==> config.mk <==
export PLATFORM = sky130hd
export DESIGN_NAME = gf180mcu_fd_sc_mcu9t5v0__dffq_bist
export DESIGN_NICKNAME = d
export VERILOG_FILES = /design/src/rtl/gf180mcu_fd_sc_mcu9t5v0__bist_pkg.sv /design/src/rtl/gf180mcu_fd_sc_mcu9t5v0__bist_misr.sv /design/src/rtl/gf180mcu_fd_sc_mcu9t5v0__dffq_bist.sv
export SDC_FILE = /design/constraint.sdc
export NUM_CORES = 1
export LEC_CHECK = 0
export BUFFER_PORTS_ARGS = -buffer_cell sky130_fd_sc_hd__clkbuf_2
export CAP_MARGIN = 20
export CORE_UTILIZATION = 55
export CTS_CLUSTER_DIAMETER = 150
export DETAILED_ROUTE_END_ITERATION = 10
export PLACE_DENSITY = 0.82
export SLEW_MARGIN = 20
export SYNTH_ARGS = -nofsm -noshare
export SYNTH_HDL_FRONTEND = slang
export SYNTH_SLANG_ARGS = --single-unit
==> constraint.sdc <==
create_clock -name CLK -period 2.65 [get_ports CLK]
set_clock_uncertainty 0.05 [all_clocks]
set_input_delay 0.3975 -clock CLK [delete_from_list [all_inputs] [get_ports CLK]]
set_output_delay 0.3975 -clock CLK [all_outputs]
set_load 0.02 [all_outputs]
==> src/rtl/gf180mcu_fd_sc_mcu9t5v0__bist_pkg.sv <==
// Shared types and LFSR/MISR step functions for the dffq bank self-test.
// Widths 4..32 are handled by masking 32-bit values to the active width.
package gf180mcu_fd_sc_mcu9t5v0__bist_pkg;

    typedef enum logic [1:0] {
        S_IDLE,
        S_RUN,
        S_DRAIN,
        S_DONE
    } state_e;

    function automatic logic [31:0] width_mask(input int unsigned w);
        if (w >= 32) return '1;
        return (32'h1 << w) - 32'h1;
    endfunction

    // Feedback tap masks; bit n-1 set means tap n.
    function automatic logic [31:0] taps(input int unsigned w);
        logic [31:0] t;
        case (w)
            4:  t = 32'h0000_000C;
            5:  t = 32'h0000_0014;
            6:  t = 32'h0000_0030;
            7:  t = 32'h0000_0060;
            8:  t = 32'h0000_00B8;
            9:  t = 32'h0000_0110;
            10: t = 32'h0000_0240;
            11: t = 32'h0000_0500;
            12: t = 32'h0000_0829;
            13: t = 32'h0000_100D;
            14: t = 32'h0000_2015;
            15: t = 32'h0000_6000;
            16: t = 32'h0000_D008;
            17: t = 32'h0001_2000;
            18: t = 32'h0002_0400;
            19: t = 32'h0004_0023;
            20: t = 32'h0009_0000;
            21: t = 32'h0014_0000;
            22: t = 32'h0030_0000;
            23: t = 32'h0042_0000;
            24: t = 32'h00E1_0000;
            25: t = 32'h0120_0000;
            26: t = 32'h0200_0023;
            27: t = 32'h0400_0013;
            28: t = 32'h0900_0000;
            29: t = 32'h1400_0000;
            30: t = 32'h2000_0029;
            31: t = 32'h4800_0000;
            32: t = 32'h8020_0003;
            default: t = 32'h0;
        endcase
        return t;
    endfunction

    function automatic logic [31:0] lfsr_step(input logic [31:0] v,
                                              input int unsigned w);
        logic [31:0] m;
        logic        fb;
        m  = width_mask(w);
        fb = ^(v & taps(w) & m);
        return ((v << 1) | {31'b0, fb}) & m;
    endfunction

    function automatic logic [31:0] misr_step(input logic [31:0] v,
                                              input logic [31:0] q,
                                              input int unsigned w);
        return lfsr_step(v, w) ^ (q & width_mask(w));
    endfunction

endpackage

==> src/rtl/gf180mcu_fd_sc_mcu9t5v0__bist_misr.sv <==
// WIDTH-bit multiple-input signature register with enable and sync clear.
// Exposes its next value so the caller can judge the final signature early.
module gf180mcu_fd_sc_mcu9t5v0__bist_misr
    import gf180mcu_fd_sc_mcu9t5v0__bist_pkg::*;
#(
    parameter int unsigned WIDTH = 8
) (
    input  logic             clk_i,
    input  logic             rst_ni,
    input  logic             clr_i,
    input  logic             en_i,
    input  logic [WIDTH-1:0] data_i,
    output logic [WIDTH-1:0] sig_o,
    output logic [WIDTH-1:0] sig_d_o
);

    logic [WIDTH-1:0] sig_q;
    logic [WIDTH-1:0] sig_d;

    always_comb begin
        sig_d = sig_q;
        if (clr_i) begin
            sig_d = '0;
        end else if (en_i) begin
            sig_d = WIDTH'(misr_step(32'(sig_q), 32'(data_i), WIDTH));
        end
    end

    always_ff @(posedge clk_i or negedge rst_ni) begin
        if (!rst_ni) begin
            sig_q <= '0;
        end else begin
            sig_q <= sig_d;
        end
    end

    assign sig_o   = sig_q;
    assign sig_d_o = sig_d;

endmodule

==> src/rtl/gf180mcu_fd_sc_mcu9t5v0__dffq_bist.sv <==
// LFSR-driven self-test wrapper around a bank of dffq cells.
// Define GF180MCU_FD_SC_MCU9T5V0_BIST_ERRCNT_EN to add the ERR_CNT output.
module gf180mcu_fd_sc_mcu9t5v0__dffq_bist
    import gf180mcu_fd_sc_mcu9t5v0__bist_pkg::*;
#(
    parameter int unsigned     WIDTH  = 8,
    parameter int unsigned     CYCLES = 256,
    parameter logic [WIDTH-1:0] GOLDEN = '0,
    parameter int unsigned     CNT_W  = 8
) (
    input  logic             CLK,
    input  logic             RN,
    input  logic             START,
    input  logic             ABORT,
    input  logic [WIDTH-1:0] SEED,
    output logic [WIDTH-1:0] D_OUT,
    input  logic [WIDTH-1:0] Q_IN,
    output logic             BUSY,
    output logic             DONE,
    output logic             PASS,
    output logic [WIDTH-1:0] SIGNATURE
`ifdef GF180MCU_FD_SC_MCU9T5V0_BIST_ERRCNT_EN
    ,
    output logic [CNT_W-1:0] ERR_CNT
`endif
);

    localparam int unsigned CW = (CYCLES > 1) ? $clog2(CYCLES) : 1;

    state_e           state_q, state_d;
    logic [WIDTH-1:0] lfsr_q, lfsr_d;
    logic [CW-1:0]    count_q, count_d;
    logic             en_q, en_d;
    logic             pass_q, pass_d;
    logic             start_ld;
    logic             last;
    logic             misr_en;
    logic [WIDTH-1:0] seed_eff;
    logic [WIDTH-1:0] sig_d;

    assign seed_eff = (SEED == '0) ? '1 : SEED;
    assign last     = (count_q == CW'(CYCLES - 1));
    assign misr_en  = en_q && !ABORT;

    always_comb begin
        state_d  = state_q;
        start_ld = 1'b0;
        unique case (state_q)
            S_IDLE:  start_ld = START;
            S_RUN:   if (last) state_d = S_DRAIN;
            S_DRAIN: state_d = S_DONE;
            S_DONE:  start_ld = START;
            default: state_d = S_IDLE;
        endcase
        if (start_ld) state_d = S_RUN;
        if (ABORT) begin
            state_d  = S_IDLE;
            start_ld = 1'b0;
        end
    end

    always_comb begin
        lfsr_d  = lfsr_q;
        count_d = count_q;
        en_d    = (state_q == S_RUN) && !ABORT;
        pass_d  = pass_q;
        if (start_ld) begin
            lfsr_d  = seed_eff;
            count_d = '0;
        end else if (state_q == S_RUN && !last && !ABORT) begin
            lfsr_d  = WIDTH'(lfsr_step(32'(lfsr_q), WIDTH));
            count_d = count_q + 1'b1;
        end
        // Judge the signature the MISR is about to hold on DONE entry.
        if (state_q == S_DRAIN) pass_d = (sig_d == GOLDEN);
        if (start_ld || ABORT) pass_d = 1'b0;
    end

    always_ff @(posedge CLK or negedge RN) begin
        if (!RN) begin
            state_q <= S_IDLE;
            lfsr_q  <= '0;
            count_q <= '0;
            en_q    <= 1'b0;
            pass_q  <= 1'b0;
        end else begin
            state_q <= state_d;
            lfsr_q  <= lfsr_d;
            count_q <= count_d;
            en_q    <= en_d;
            pass_q  <= pass_d;
        end
    end

    gf180mcu_fd_sc_mcu9t5v0__bist_misr #(
        .WIDTH(WIDTH)
    ) u_misr (
        .clk_i  (CLK),
        .rst_ni (RN),
        .clr_i  (start_ld),
        .en_i   (misr_en),
        .data_i (Q_IN),
        .sig_o  (SIGNATURE),
        .sig_d_o(sig_d)
    );

    assign BUSY  = (state_q == S_RUN) || (state_q == S_DRAIN);
    assign DONE  = (state_q == S_DONE);
    assign PASS  = pass_q;
    assign D_OUT = BUSY ? lfsr_q : '0;

`ifdef GF180MCU_FD_SC_MCU9T5V0_BIST_ERRCNT_EN
    logic [WIDTH-1:0] dly_q;
    logic [CNT_W-1:0] err_q, err_d;

    always_comb begin
        err_d = err_q;
        if (start_ld) begin
            err_d = '0;
        end else if (misr_en && Q_IN != dly_q && err_q != '1) begin
            err_d = err_q + 1'b1;
        end
    end

    always_ff @(posedge CLK or negedge RN) begin
        if (!RN) begin
            dly_q <= '0;
            err_q <= '0;
        end else begin
            dly_q <= D_OUT;
            err_q <= err_d;
        end
    end

    assign ERR_CNT = err_q;
`endif

endmodule

==> results of run 1 <==
layout by cell type (no fill, tap or decap), types with 7 or more instances in the layout:
| cell type | n |
|---|---|
| sky130_fd_sc_hd__dfrtp_1 | 28 |
| sky130_fd_sc_hd__xor2_1 | 10 |
| sky130_fd_sc_hd__nor2_1 | 27 |
| sky130_fd_sc_hd__o21ai_1 | 7 |
| sky130_fd_sc_hd__o21ai_0 | 8 |
| sky130_fd_sc_hd__nor2b_1 | 9 |
| sky130_fd_sc_hd__xnor2_1 | 10 |
| sky130_fd_sc_hd__clkbuf_2 | 38 |
| sky130_fd_sc_hd__a21oi_1 | 13 |
| sky130_fd_sc_hd__nand2_1 | 12 |
metrics by stage:
stage | worst slack, ns | cells
after floorplan | 0.8294 | 176
after global placement | 0.5300 | 243
after detailed placement | 0.4441 | 243
after CTS | 0.5111 | 246
after global routing | 0.2389 | 246
final | 0.4957 | 246
sequential cells by signal, indices dropped and copies added (netlist names):
signal,flops
u_misr.sig_o,8
en_q,1
PASS,1
state_q,2
count_q,8
lfsr_q,8
routing by layer:
metal,vias to the layer above,track usage (%)
li1,683,-
met1,651,30.31
met2,33,39.76
met3,4,2.326
met5,-,0
met4,0,8.014
final cells by class:
class / count / area, sq um / share of cell area [%]
timing repair buffer: 42 / 220.2 / 11.88
sequential: 28 / 700.7 / 37.81
clock buffer: 3 / 22.52 / 1.215
inverter: 5 / 18.77 / 1.013
tap: 31 / 38.79 / 2.093
multi-input combinational: 137 / 852.1 / 45.98
report_power, final:
group          leakage (nW)  internal, mW  switching (mW)
logic                 0.532         0.433           0.629
clock network        0.0138        0.0531           0.110
registers             0.361         0.582           0.175
Yosys cell counts:
cell type and count:
sky130_fd_sc_hd__a311oi_1 2, sky130_fd_sc_hd__a211oi_1 1, sky130_fd_sc_hd__nor2b_1 9, sky130_fd_sc_hd__nor3_1 4, sky130_fd_sc_hd__nand3b_1 2, sky130_fd_sc_hd__xor2_1 10
sky130_fd_sc_hd__buf_2 2, sky130_fd_sc_hd__a31oi_1 2, sky130_fd_sc_hd__clkbuf_1 4, sky130_fd_sc_hd__o21ai_0 8, sky130_fd_sc_hd__a21oi_1 13, sky130_fd_sc_hd__inv_1 5
sky130_fd_sc_hd__or4_1 1, sky130_fd_sc_hd__and3_1 4, sky130_fd_sc_hd__xnor2_1 10, sky130_fd_sc_hd__o21ai_1 7, sky130_fd_sc_hd__dfrtp_1 28, sky130_fd_sc_hd__nand2_1 12
sky130_fd_sc_hd__nand2b_1 2, sky130_fd_sc_hd__o31ai_1 4, sky130_fd_sc_hd__a22oi_1 1, sky130_fd_sc_hd__o21ai_4 1, sky130_fd_sc_hd__nor4_1 1, sky130_fd_sc_hd__or4_4 1
sky130_fd_sc_hd__nand2b_4 1, sky130_fd_sc_hd__ha_1 5, sky130_fd_sc_hd__or4b_1 1, sky130_fd_sc_hd__nand3_1 3, sky130_fd_sc_hd__o21a_1 1, sky130_fd_sc_hd__nor2_1 27
sky130_fd_sc_hd__mux2i_1 3, sky130_fd_sc_hd__nand4_1 1
critical path: stages, from the launching register on:
cell                       delay [ns]
sky130_fd_sc_hd__dfrtp_1         0.45
sky130_fd_sc_hd__inv_1           0.06
sky130_fd_sc_hd__ha_1            0.29
sky130_fd_sc_hd__nand3b_1        0.35
sky130_fd_sc_hd__o31ai_1         0.18
sky130_fd_sc_hd__nor3_1          0.08
sky130_fd_sc_hd__or4b_1          0.51
sky130_fd_sc_hd__o21ai_1         0.12
kinds of logic after synthesis:
logic type | after synthesis | share of synthesized area (%)
AOI/OAI and AO/OA | 40 | 14.97
xor gates and xnor gates | 20 | 10.97
adders and majority gates | 5 | 3.918
buffers and inverters | 11 | 2.743
DFF | 28 | 43.89
muxes | 3 | 1.881
and+or+nand+nor | 69 | 21.63
path summary, 6_finish.rpt:
path	start	to	slack, ns	cells past startpoint
worst min register to register	PASS	PASS	0.49	2
worst max register to register	state_q[0]	PASS	0.50	7
max in group asynchronous	RN	u_misr.sig_o[5]	2.06	1
worst max-delay path	state_q[0]	PASS	0.50	7
worst min-delay path	RN	state_q[1]	0.05	1
min in group CLK	SEED[7]	lfsr_q[7]	0.30	3
==> results.sh, run 1 <==
export IMPL_core_rowCount=19
export IMPL_number_of_pins_with_negative_max_slew_slack_in_the_final_report=0
export IMPL_final_setup_viol_count=0
export IMPL_antenna_found_initial=0
export IMPL_netlist_area_leader_share_pct=43.89
export IMPL_worstSetupPathType="reg2reg"
export IMPL_grt_pass1_wl_mm=5.761
export IMPL_arrival_ns=2.35
export IMPL_route_detailed_vias_per_inst=5.573
export IMPL_period_needed_ns=2.154
export IMPL_floorplan_die_width_um=55.88
export IMPL_clock_latency_ns=0.31
export IMPL_post_route_cells_drive_above_1_share_pct=22.33
export IMPL_critical_path_peak_fanout=14
export IMPL_ioPinCount=39
export IMPL_port_buffer_count=38
export IMPL_cts_root_buffer_cell="sky130_fd_sc_hd__clkbuf_4"
export IMPL_tns_ns=0
export IMPL_seq_area_frac_synth_pct=43.89
export IMPL_layout_worst_path_cycle_share_pct=81.29
export IMPL_grt_overflow=0
export IMPL_holdBufCountCts=0
export IMPL_max_freq_ghz=0.4642
export IMPL_placement_cell_area_sq_um=1831
export IMPL_post_cts_resized_instances=0
export IMPL_clkTransAtPathRegs_ns=0.13
export IMPL_finalCoreUtilization_pct=67.20
export IMPL_ir_drop_mv=0.8049
export IMPL_cts_sinks=28
export IMPL_drt_wirelength_per_cell_um=13.36
export IMPL_cts_post_setup_buffers_inserted=0
export IMPL_htreeDepth=1
export IMPL_met3_length_um=120
export IMPL_globalplace_congestion=0.8938
export IMPL_report_final_hold_viol_count=0
export IMPL_power_per_cell_area_nw_per_um2=1070
export IMPL_number_of_nets_still_failing_antenna_checks_after_routing=0
export IMPL_finish_net_count=242
export IMPL_maxSlewHeadroom_pct=43.41
export IMPL_routed_via_count=1371
export IMPL_grt_setup_unrepaired="no"
export IMPL_design_area_sq_um=1853
export IMPL_design_die_area_sq_um=3122
export IMPL_syn_inst=176
export IMPL_postSynthNetCount=201
export IMPL_netlist_area_sq_um=1597
export IMPL_cp_data_required_time_ns=2.85
export IMPL_global_route_usage_total_pct=23.00
export IMPL_worst_slew_pin_transition_ns=0.8471
export IMPL_critical_path_endpoint_type="register"
export IMPL_detailed_place_hpwl_mm=2.533
export IMPL_die_h_um=55.88
export IMPL_drt_total_wl_mm=3.286
export IMPL_hold_path_class="in2async"
export IMPL_design_power_total_mw=1.982
export IMPL_route_top_layer_used="met4"
export IMPL_synth_avg_cell_area_sq_um=9.071
export IMPL_grt_max_degree=29
export IMPL_timing_hold_ws_ns=0.05415
export IMPL_wl_met2_mm=1.629
export IMPL_yosys_area_top_type="sky130_fd_sc_hd__dfrtp_1"
export IMPL_core_area_sq_um=2758
export IMPL_post_synth_main_area_contributors="sky130_fd_sc_hd__dfrtp_1, sky130_fd_sc_hd__nor2_1, sky130_fd_sc_hd__xnor2_1, sky130_fd_sc_hd__xor2_1, sky130_fd_sc_hd__a21oi_1"
export IMPL_tritoncts_num_buffers=3
export IMPL_floorplan_initialDensity_pct=57.89
export IMPL_drc=0
export IMPL_clock_tree_from_tritoncts="yes"
export IMPL_result_of_the_run="finished, final reports clean"
export IMPL_cp_start_kind="register"
export IMPL_via_count_of_the_first_global_routing_pass=1319
export IMPL_synth_yosys_warnings=0
export IMPL_yosys_cell_types_count=32
export IMPL_n_fill_cell=220
export IMPL_leak_pwr_nw=0.9075
export IMPL_ys_ff_latch=28
export IMPL_cap_viol_max_count=0
export IMPL_dr_pass1_iters=4
export IMPL_max_clock_path_buffers=2
export IMPL_area_delta_synth_final_pct=16.07
export IMPL_num_antenna_cells=0
export IMPL_drt_initial_drc_count=62
export IMPL_wl_met1_mm=1.497
Note: power is estimated with default switching activity, not from simulation.
==> run 2, diff against run 1 <==
--- a/config.mk
+++ b/config.mk
@@ -7,10 +7,10 @@
 export LEC_CHECK = 0
 export BUFFER_PORTS_ARGS = -buffer_cell sky130_fd_sc_hd__clkbuf_2
 export CAP_MARGIN = 20
-export CORE_UTILIZATION = 55
+export CORE_UTILIZATION = 53
 export CTS_CLUSTER_DIAMETER = 150
 export DETAILED_ROUTE_END_ITERATION = 10
-export PLACE_DENSITY = 0.82
+export PLACE_DENSITY = 0.79
 export SLEW_MARGIN = 20
 export SYNTH_ARGS = -nofsm -noshare
 export SYNTH_HDL_FRONTEND = slang
==> constraint.sdc (replaced) <==
create_clock -name CLK -period 2.2 [get_ports CLK]
set_clock_uncertainty 0.05 [all_clocks]
set_input_delay 0.33 -clock CLK [delete_from_list [all_inputs] [get_ports CLK]]
set_output_delay 0.33 -clock CLK [all_outputs]
set_load 0.02 [all_outputs]
==> results.sh, run 2 (same netlist as run 1, synthesis figures left out) <==
export IMPL_result_of_the_run="finished, violations left"
export IMPL_failed_checks="design-rule violations"
export IMPL_critical_path_endpoint_type="output pin"
export IMPL_number_of_nets_still_failing_antenna_checks_after_routing=0
export IMPL_via_count_of_the_first_global_routing_pass=1375
export IMPL_grt_max_degree=29
export IMPL_antenna_found_initial=0
export IMPL_finalCoreUtilization_pct=68.33
export IMPL_ir_drop_mv=0.8255
export IMPL_design_power_total_mw=2.580
export IMPL_dpl_cell_count=244
export IMPL_clkTransAtPathRegs_ns=0.16
export IMPL_leak_pwr_nw=0.9377
export IMPL_hold_path_class="in2reg"
export IMPL_drt_total_wl_mm=3.627
export IMPL_tritoncts_num_buffers=3
export IMPL_finish_net_count=246
export IMPL_ff2ff_path_depth=7
export IMPL_cap_viol_max_count=0
export IMPL_period_needed_ns=2.084
export IMPL_worstSetupPathType="reg2out"
export IMPL_floorplan_initialDensity_pct=56.91
export IMPL_cts_sinks=28
export IMPL_core_area_sq_um=2805
export IMPL_route_detailed_vias_per_inst=5.657
export IMPL_worst_hold_path_endpoint="lfsr_q[0]"
export IMPL_globalplace_congestion=0.8644
export IMPL_routed_via_count=1420
export IMPL_final_setup_viol_count=0
export IMPL_cp_start_kind="register"
export IMPL_fin_cells=251
export IMPL_worstReg2RegEnd="PASS"
export IMPL_drc=4
export IMPL_drt_wirelength_per_cell_um=14.45
export IMPL_area_delta_synth_final_pct=20.06
export IMPL_dp_slack_ns=0.1464
export IMPL_report_final_hold_viol_count=0
export IMPL_number_of_pins_with_negative_max_slew_slack_in_the_final_report=0
export IMPL_max_freq_ghz=0.4798
export IMPL_global_route_usage_total_pct=24.51
export IMPL_path_cells="inv_1, ha_1, buf_4, nor2b_1, clkbuf_2"
export IMPL_cp_data_required_time_ns=1.82
export IMPL_grt_setup_unrepaired="no"
export IMPL_drt_initial_drc_count=43
export IMPL_clock_latency_ns=0.34
export IMPL_met3_usage_pct=2.304
export IMPL_grt_pass1_wl_mm=6.106
export IMPL_met1_usage_pct=31.93
export IMPL_grt_overflow=0
export IMPL_port_buffer_count=38
export IMPL_timing_hold_ws_ns=0.2048
export IMPL_maxSlewHeadroom_pct=55.95
export IMPL_detailed_place_hpwl_mm=2.693
export IMPL_n_fill_cell=227
export IMPL_cts_root_buffer_cell="sky130_fd_sc_hd__clkbuf_4"
export IMPL_reg2reg_slack_ns=0.23
export IMPL_floorplan_die_width_um=56.89
export IMPL_timing_hold_worst_path_depth=3
export IMPL_dr_pass1_iters=7
export IMPL_clock_tree_from_tritoncts="yes"
export IMPL_finalWorstSetupSlack_ns=0.1158
export IMPL_r2r_start="state_q[0]"
export IMPL_arrival_ns=1.70
export IMPL_core_rowCount=19
export IMPL_htreeDepth=1
export IMPL_post_route_cells_drive_above_1_share_pct=24.09
export IMPL_placement_cell_area_sq_um=1838
export IMPL_hp_start="SEED[0]"
export IMPL_ioPinCount=39
export IMPL_design_die_area_sq_um=3236
export IMPL_die_h_um=56.89
export IMPL_use_met2_pct=42.18
export IMPL_layout_worst_path_cycle_share_pct=94.74
export IMPL_worst_path_largest_cell_delay_ns=0.43
export IMPL_most_congested_layer_reported_by_global_routing="met2"
export IMPL_tns_ns=0
export IMPL_critical_path_slowest_stage_cell="sky130_fd_sc_hd__dfrtp_2"
export IMPL_layout_common_cells="sky130_fd_sc_hd__clkbuf_2, sky130_fd_sc_hd__dfrtp_1, sky130_fd_sc_hd__nor2_1"
export IMPL_final_common_cell="sky130_fd_sc_hd__clkbuf_2"
export IMPL_max_clock_path_buffers=2
export IMPL_critical_path_peak_fanout=11
export IMPL_design_area_sq_um=1917
export IMPL_power_per_cell_area_nw_per_um2=1346
export IMPL_num_antenna_cells=0
export IMPL_worst_slew_pin_transition_ns=0.6608
-- run 2: changes by cell type in the layout (fill, tap and decap cells not counted), sizes merged --
cell         before  now
bufinv            0    1
buf               4    7
dlygate4sd3       0    1
-- run 2: area by class of cell --
class / count / area [sq um] / share of cell area (%)
well taps: 31 / 38.79 / 2.023
clock inverters: 1 / 30.03 / 1.567
flip-flops and latches: 28 / 701.9 / 36.62
repair buffers: 46 / 252.7 / 13.19
clock buffers: 3 / 22.52 / 1.175
inverters: 5 / 18.77 / 0.9791
multi-input cells: 137 / 852.1 / 44.45
-- run 2: metal layers --
layer | routed length [um] | vias to the layer above
met3 | 143 | 9
met4 | 77 | 0
li1 | - | 692
met5 | 0 | -
met1 | 1624 | 678
met2 | 1781 | 41
-- run 2: power breakdown --
group	internal, mW	leakage (nW)	switching, mW
logic	0.537	0.550	0.791
clock network	0.185	0.0279	0.160
registers	0.703	0.360	0.206
-- run 2: what timing repair did --
action,in CTS,in global routing
hold buffers,1,0
gates resized for setup,0,1
setup endpoints to repair,0,3
hold endpoints to repair,28,0
buffers inserted,0,2
-- run 2: critical path: cells and delay by family (launching register included) --
family                   cells  cell delay [ns]
adder cells (fa/ha/maj)      1             0.31
buffers and inverters        3             0.45
flip-flops                   1             0.43
AND/OR/NAND/NOR              1             0.17
-- run 2: worst max path at each step --
stage | from | end | cells past startpoint
after CTS | state_q[0] | D_OUT[7] | 5
after detailed placement | state_q[0] | PASS | 7
after global routing | state_q[0] | D_OUT[7] | 5
after global placement | state_q[0] | PASS | 7
final | state_q[0] | D_OUT[7] | 5
after floorplan | count_q[0] | lfsr_q[3] | 6
